File: src/rtl/pending_priority_encoder_pkg.sv
// Shared constants, FSM state type and a width helper for the pending priority encoder.
package enc_pkg;

  localparam int MODE_FIXED = 0;
  localparam int MODE_RR    = 1;

  typedef enum logic {
    IDLE  = 1'b0,
    OFFER = 1'b1
  } state_e;

  function automatic int clog2(input int n);
    int r;
    r = 0;
    while ((1 << r) < n) r++;
    return r;
  endfunction

endpackage

File: src/rtl/pending_priority_encoder_pick_index.sv
// Combinational selector: highest set bit (fixed) or first set bit after start_i (round-robin).
module pick_index
  import enc_pkg::*;
#(
  parameter int N    = 8,
  parameter int W    = 3,
  parameter int MODE = MODE_FIXED
) (
  input  logic [N-1:0] vec_i,
  input  logic [W-1:0] start_i,
  output logic [W-1:0] idx_o,
  output logic         found_o
);

  logic [W-1:0] cand;

  always_comb begin
    idx_o   = '0;
    found_o = 1'b0;
    cand    = '0;
    if (MODE == MODE_RR) begin
      // Walk offsets from farthest to nearest so the nearest hit after start_i is kept.
      for (int k = N; k >= 1; k--) begin
        cand = W'((int'(start_i) + k) % N);
        if (vec_i[cand]) begin
          idx_o   = cand;
          found_o = 1'b1;
        end
      end
    end else begin
      for (int i = 0; i < N; i++) begin
        if (vec_i[i]) begin
          idx_o   = W'(i);
          found_o = 1'b1;
        end
      end
    end
  end

endmodule

File: src/rtl/pending_priority_encoder.sv
// Sticky pending register for request pulses, offering one encoded index per valid/ready handshake.
module pending_priority_encoder
  import enc_pkg::*;
#(
  parameter  int N    = 8,
  parameter  int MODE = MODE_FIXED,
  localparam int W    = clog2(N)
) (
  input  logic         clk,
  input  logic         rst,
  input  logic [N-1:0] req_in,
  input  logic         clear_all,
  input  logic         ready_in,
  output logic         valid_out,
  output logic [W-1:0] enc_out,
  output logic [N-1:0] pending,
  output logic         dup_out
);

  state_e       state_q, state_d;
  logic [N-1:0] pending_q, pending_d, pending_nx, consume_mask;
  logic [W-1:0] enc_q, enc_d, last_q, last_d, last_nx, pick_idx;
  logic         dup_q, dup_d, hs, pick_found;

  assign hs           = (state_q == OFFER) & ready_in;
  assign consume_mask = hs ? (N'(1) << enc_q) : '0;
  // A request on the bit being consumed wins, so it is re-offered later.
  assign pending_nx   = (pending_q & ~consume_mask) | req_in;
  assign last_nx      = hs ? enc_q : last_q;

  pick_index #(
    .N    (N),
    .W    (W),
    .MODE (MODE)
  ) u_pick (
    .vec_i   (pending_nx),
    .start_i (last_nx),
    .idx_o   (pick_idx),
    .found_o (pick_found)
  );

  always_comb begin
    state_d   = state_q;
    enc_d     = enc_q;
    pending_d = pending_nx;
    last_d    = last_nx;
    dup_d     = |(req_in & pending_q & ~consume_mask);
    case (state_q)
      IDLE: begin
        if (pick_found) begin
          state_d = OFFER;
          enc_d   = pick_idx;
        end else begin
          enc_d = '0;
        end
      end
      OFFER: begin
        if (hs) begin
          if (pick_found) begin
            enc_d = pick_idx;
          end else begin
            state_d = IDLE;
            enc_d   = '0;
          end
        end
      end
      default: begin
        state_d = IDLE;
        enc_d   = '0;
      end
    endcase
    // Flush drops same-cycle requests and any handshake; the round-robin pointer survives.
    if (clear_all) begin
      state_d   = IDLE;
      enc_d     = '0;
      pending_d = '0;
      dup_d     = 1'b0;
      last_d    = last_q;
    end
  end

  always_ff @(posedge clk) begin
    if (rst) begin
      state_q   <= IDLE;
      enc_q     <= '0;
      pending_q <= '0;
      dup_q     <= 1'b0;
      last_q    <= W'(N - 1);
    end else begin
      state_q   <= state_d;
      enc_q     <= enc_d;
      pending_q <= pending_d;
      dup_q     <= dup_d;
      last_q    <= last_d;
    end
  end

  assign valid_out = (state_q == OFFER);
  assign enc_out   = enc_q;
  assign pending   = pending_q;
  assign dup_out   = dup_q;

endmodule

File: config.mk
export PLATFORM = sky130hd
export DESIGN_NAME = pending_priority_encoder
export DESIGN_NICKNAME = d
export VERILOG_FILES = /design/src/rtl/pending_priority_encoder_pkg.sv /design/src/rtl/pending_priority_encoder_pick_index.sv /design/src/rtl/pending_priority_encoder.sv
export SDC_FILE = /design/constraint.sdc
export NUM_CORES = 1
export LEC_CHECK = 0
export ABC_AREA = 1
export ABC_CLOCK_PERIOD_IN_PS = 2500
export CORE_MARGIN = 2
export CORE_UTILIZATION = 46
export DETAILED_ROUTE_END_ITERATION = 6
export HOLD_SLACK_MARGIN = 0.06
export PLACE_DENSITY = 0.87
export SETUP_SLACK_MARGIN = 0.2
export SYNTH_ARGS = -nofsm -noshare
export SYNTH_HDL_FRONTEND = slang
export SYNTH_SLANG_ARGS = --single-unit
File: constraint.sdc
create_clock -name clk -period 2.5 [get_ports clk]
set_input_delay 0.75 -clock clk [delete_from_list [all_inputs] [get_ports clk]]
set_output_delay 0.75 -clock clk [all_outputs]
set_load 0.1 [all_outputs]
==> summary.md <==
| Metric | Value |
|---|---|
| Yosys warnings | `0` |
| Setup CP Type | `in2reg` |
| Critical Path RT | `2660 ps` |
| Avg WL per Cell | `11.99 um` |
| Core ar. | `1350 um2` |
| Final Hold Vio Count | `0` |
| Layout Cells excl Fill | `137` |
| Fillers | `117` |
| Unrepaired setup endpoints after global routing | `no` |
| Cell Chain, Critical Path | `clkdlybuf4s50_1 > nand2_1 > nor2_4 > nand3_1 > a21oi_1 > nand2_1 > nand2_1 > nand2_1 > nand2_1 > nand2_1 > nand2_1 > a21oi_2` |
| Synthesized area | `690.7 um2` |
| Cell variety after synth | `23` |
| Synthesized flop and latch total | `13` |
| Area of the multi-input gates | `362.8 um2` |
| Switching part of the total | `38.80%` |
| Critical path arrival | `2270 ps` |
| Longest Clk Path Bufs | `2` |
| LEAKAGE | `0.4216 nW` |
| Crit end category | `flip-flop` |
| Dpl cells | `133` |
| Cell Int Power | `0.0003283 W` |
| Worst path most repeated cell | `nand2_1` |
| Die area | `1828 um2` |
| DRT Pass-1 Iters | `4` |
| Post-synth top area share | `37.68%` |
| Pins Over Slew Limit | `0` |
| Initial antenna violation count | `0` |
| Worst skew pair latency | `280 ps` |
| Tcrit/Tclk final | `84.36%` |
| Layout area overhead | `34.96%` |
| Post-route minimum period | `2109 ps` |
| Post-Route WL | `1.643 mm` |
| Grt total ovfl | `0` |
| Initial core utilization | `51.16%` |
| Max FO, Critical Path | `4` |
| Synth top area cells | `dfxtp_1 (38%), nand2_1 (13%), nor2_1 (8.2%)` |
| Skew final | `6.940 ps` |
| Net switching power | `0.0002081 W` |
| Initial drt markers | `14` |
| CTS clk-pin slew, worst paths | `80 ps` |
| Drt drc | `0` |
| CTS Buf Count | `3` |
| Final setup fails | `0` |
| ANT cells | `0` |
| Setup TNS | `0 ps` |
| Syn Inst Count | `95` |
| Clock Power Share | `25.0%` |
| GP Congestion | `0.8281` |
| Root buffer cell | `clkbuf_4` |
| Max frequency | `0.4742 GHz` |
| Die width | `42.75 um` |
| FP Rows | `13` |
| CTS tree | `done` |
| Max capacitance violation total | `0` |
| Peak supply drop | `0.3775 mV` |
| Post-CTS sizing | `0` |
| Vias in the first global route | `679` |
| Worst slew pin tran | `445.0 ps` |
| Power Dens Cells | `575.5 nW/um2` |
| Layout cells sized above 1 | `24.59%` |
| Post CTS Setup Buffer Count | `0` |
| Slowest stage delay, CP | `520 ps` |
| Dpl ws | `110.2 ps` |
| Mean number of vias per cell | `5.219` |
| Worst slew margin relative to its limit | `70.30%` |
| Syn Nets | `107` |
| FF/Latch Area | `260.3 um2` |
| Status | `finished clean` |
| First-pass GRT wire length | `2.787 mm` |
| Largest net degree at the start of global routing | `13` |
| HPWL after DPL | `1.282 mm` |
| Remaining antenna violation count after routing | `0` |
| Layout net count | `135` |
| Reg power frac | `42.7%` |
| Cell taking the most area after synthesis | `dfxtp_1` |
| CTS Sinks | `13` |
| PnR worst setup slack | `391.1 ps` |
| Die H | `42.75 um` |
| H-tree levels | `1` |
| HP Class | `reg2reg` |
| Syn Area/Cell | `7.270 um2` |
| PortBufs | `24` |
| Number of buffers inserted by hold repair at cts | `0` |
| Register area share after synthesis | `37.68%` |
| GRT Overall Usage | `20.18%` |
| CP max stage cell | `clkdlybuf4s50_1` |
| Total number of vias | `715` |
| CP startpoint kind | `primary input` |
| Hold slack | `532.6 ps` |
| I/O pin cnt | `25` |
| Gate power share | `32.4%` |
## layout make-up
class,count,share of cell area (%)
multi-input combinational,66,38.93
sequential,13,27.92
timing repair buffer,24,22.28
inverter,15,6.040
clock buffer,4,2.819
tap,15,2.013
## power groups by stage
stage / Clock, W / Sequential [W] / Combinational, W
floorplan: 0 / 0.000311 / 0.0000490
finish: 0.000134 / 0.000229 / 0.000174
global route: 0.000146 / 0.000230 / 0.000184
global placement: 0 / 0.000233 / 0.000171
CTS: 0.000135 / 0.000229 / 0.000174
detailed placement: 0 / 0.000234 / 0.000173
## worst max-delay path: cells and delay by family
kind | cells | cell delay, ps
compound gates | 2 | 290
buf+inv | 1 | 520
simple gates | 9 | 730
## path summary, 6_finish.rpt
path           endpoint  slack (ps)  depth (start not counted)        from
max          enc_out[0]         390                         12    ready_in
min          pending[0]         530                          2  pending[0]
max reg2reg  enc_out[2]         950                          8  enc_out[1]
min reg2reg  pending[0]         530                          2  pending[0]
## cells by family (layout without fill, tap and decap cells)
group	after synthesis	in the layout	share of synthesized area, %
simple gates	51	51	35.51
buf+inv	16	43	9.783
compound gates	15	15	17.03
flops	13	13	37.68
## Yosys cell counts
| cell | number |
|---|---|
| buf_6 | 1 |
| dfxtp_1 | 13 |
| a21oi_1 | 4 |
| inv_2 | 2 |
| o21a_1 | 1 |
| a41oi_1 | 1 |
| o22a_1 | 1 |
| nand3_1 | 5 |
| o211ai_1 | 1 |
| nor2_4 | 2 |
| nand2_1 | 23 |
| nor3_1 | 1 |
| a31oi_1 | 1 |
| nor2_1 | 15 |
| o21ai_2 | 2 |
| a211oi_1 | 1 |
| a21oi_2 | 2 |
| nor2_2 | 1 |
| nor4_4 | 1 |
| inv_1 | 13 |
| nand2_2 | 2 |
| nand3_2 | 1 |
| a21oi_4 | 1 |
## registers in the layout, indices dropped and copies added, names as in the netlist
signal and count:
valid_out 1, pending 8, enc_out 3, dup_out 1
## layout by cell type (no fill, tap or decap)
| cell | synthesis | routed |
|---|---|---|
| a21oi_4 | 1 | 1 |
| nor3_1 | 1 | 1 |
| inv_1 | 13 | 13 |
| nor2_1 | 15 | 15 |
| a31oi_1 | 1 | 1 |
| nor2_2 | 1 | 1 |
| a211oi_1 | 1 | 1 |
| o21ai_2 | 2 | 2 |
| a41oi_1 | 1 | 1 |
| nor4_4 | 1 | 1 |
| clkbuf_4 | 0 | 3 |
| clkbuf_1 | 0 | 1 |
| dfxtp_1 | 13 | 13 |
| inv_2 | 2 | 2 |
| nand3_2 | 1 | 1 |
| a21oi_2 | 2 | 2 |
| a21oi_1 | 4 | 4 |
| nor2_4 | 2 | 2 |
| o22a_1 | 1 | 1 |
| clkdlybuf4s50_1 | 0 | 11 |
| buf_4 | 0 | 13 |
| o21a_1 | 1 | 1 |
| o211ai_1 | 1 | 1 |
| nand2_1 | 23 | 23 |
| nand2_2 | 2 | 2 |
| nand3_1 | 5 | 5 |
## metal layers
metal  share of wire [%]  vias to the layer above  track usage [%]
met2                  50                       24            33.94
met1                  41                      328            21.82
li1                    -                      359                -
met4                 1.6                        0            9.375
met3                 7.1                        4            8.085
met5                   0                        -                0
## metrics by stage
stage / util (%) / area (um2) / power (W)
floorplan: - / 690.7 / 0.0003604
global placement: 67.10 / 905.9 / 0.0004046
detailed placement: 67.10 / 905.9 / 0.0004065
CTS: 69.05 / 932.1 / 0.0005382
global route: 69.05 / 932.1 / 0.0005601
finish: 69.05 / 932.1 / 0.0005364
Note: power is estimated with default switching activity, not from simulation.
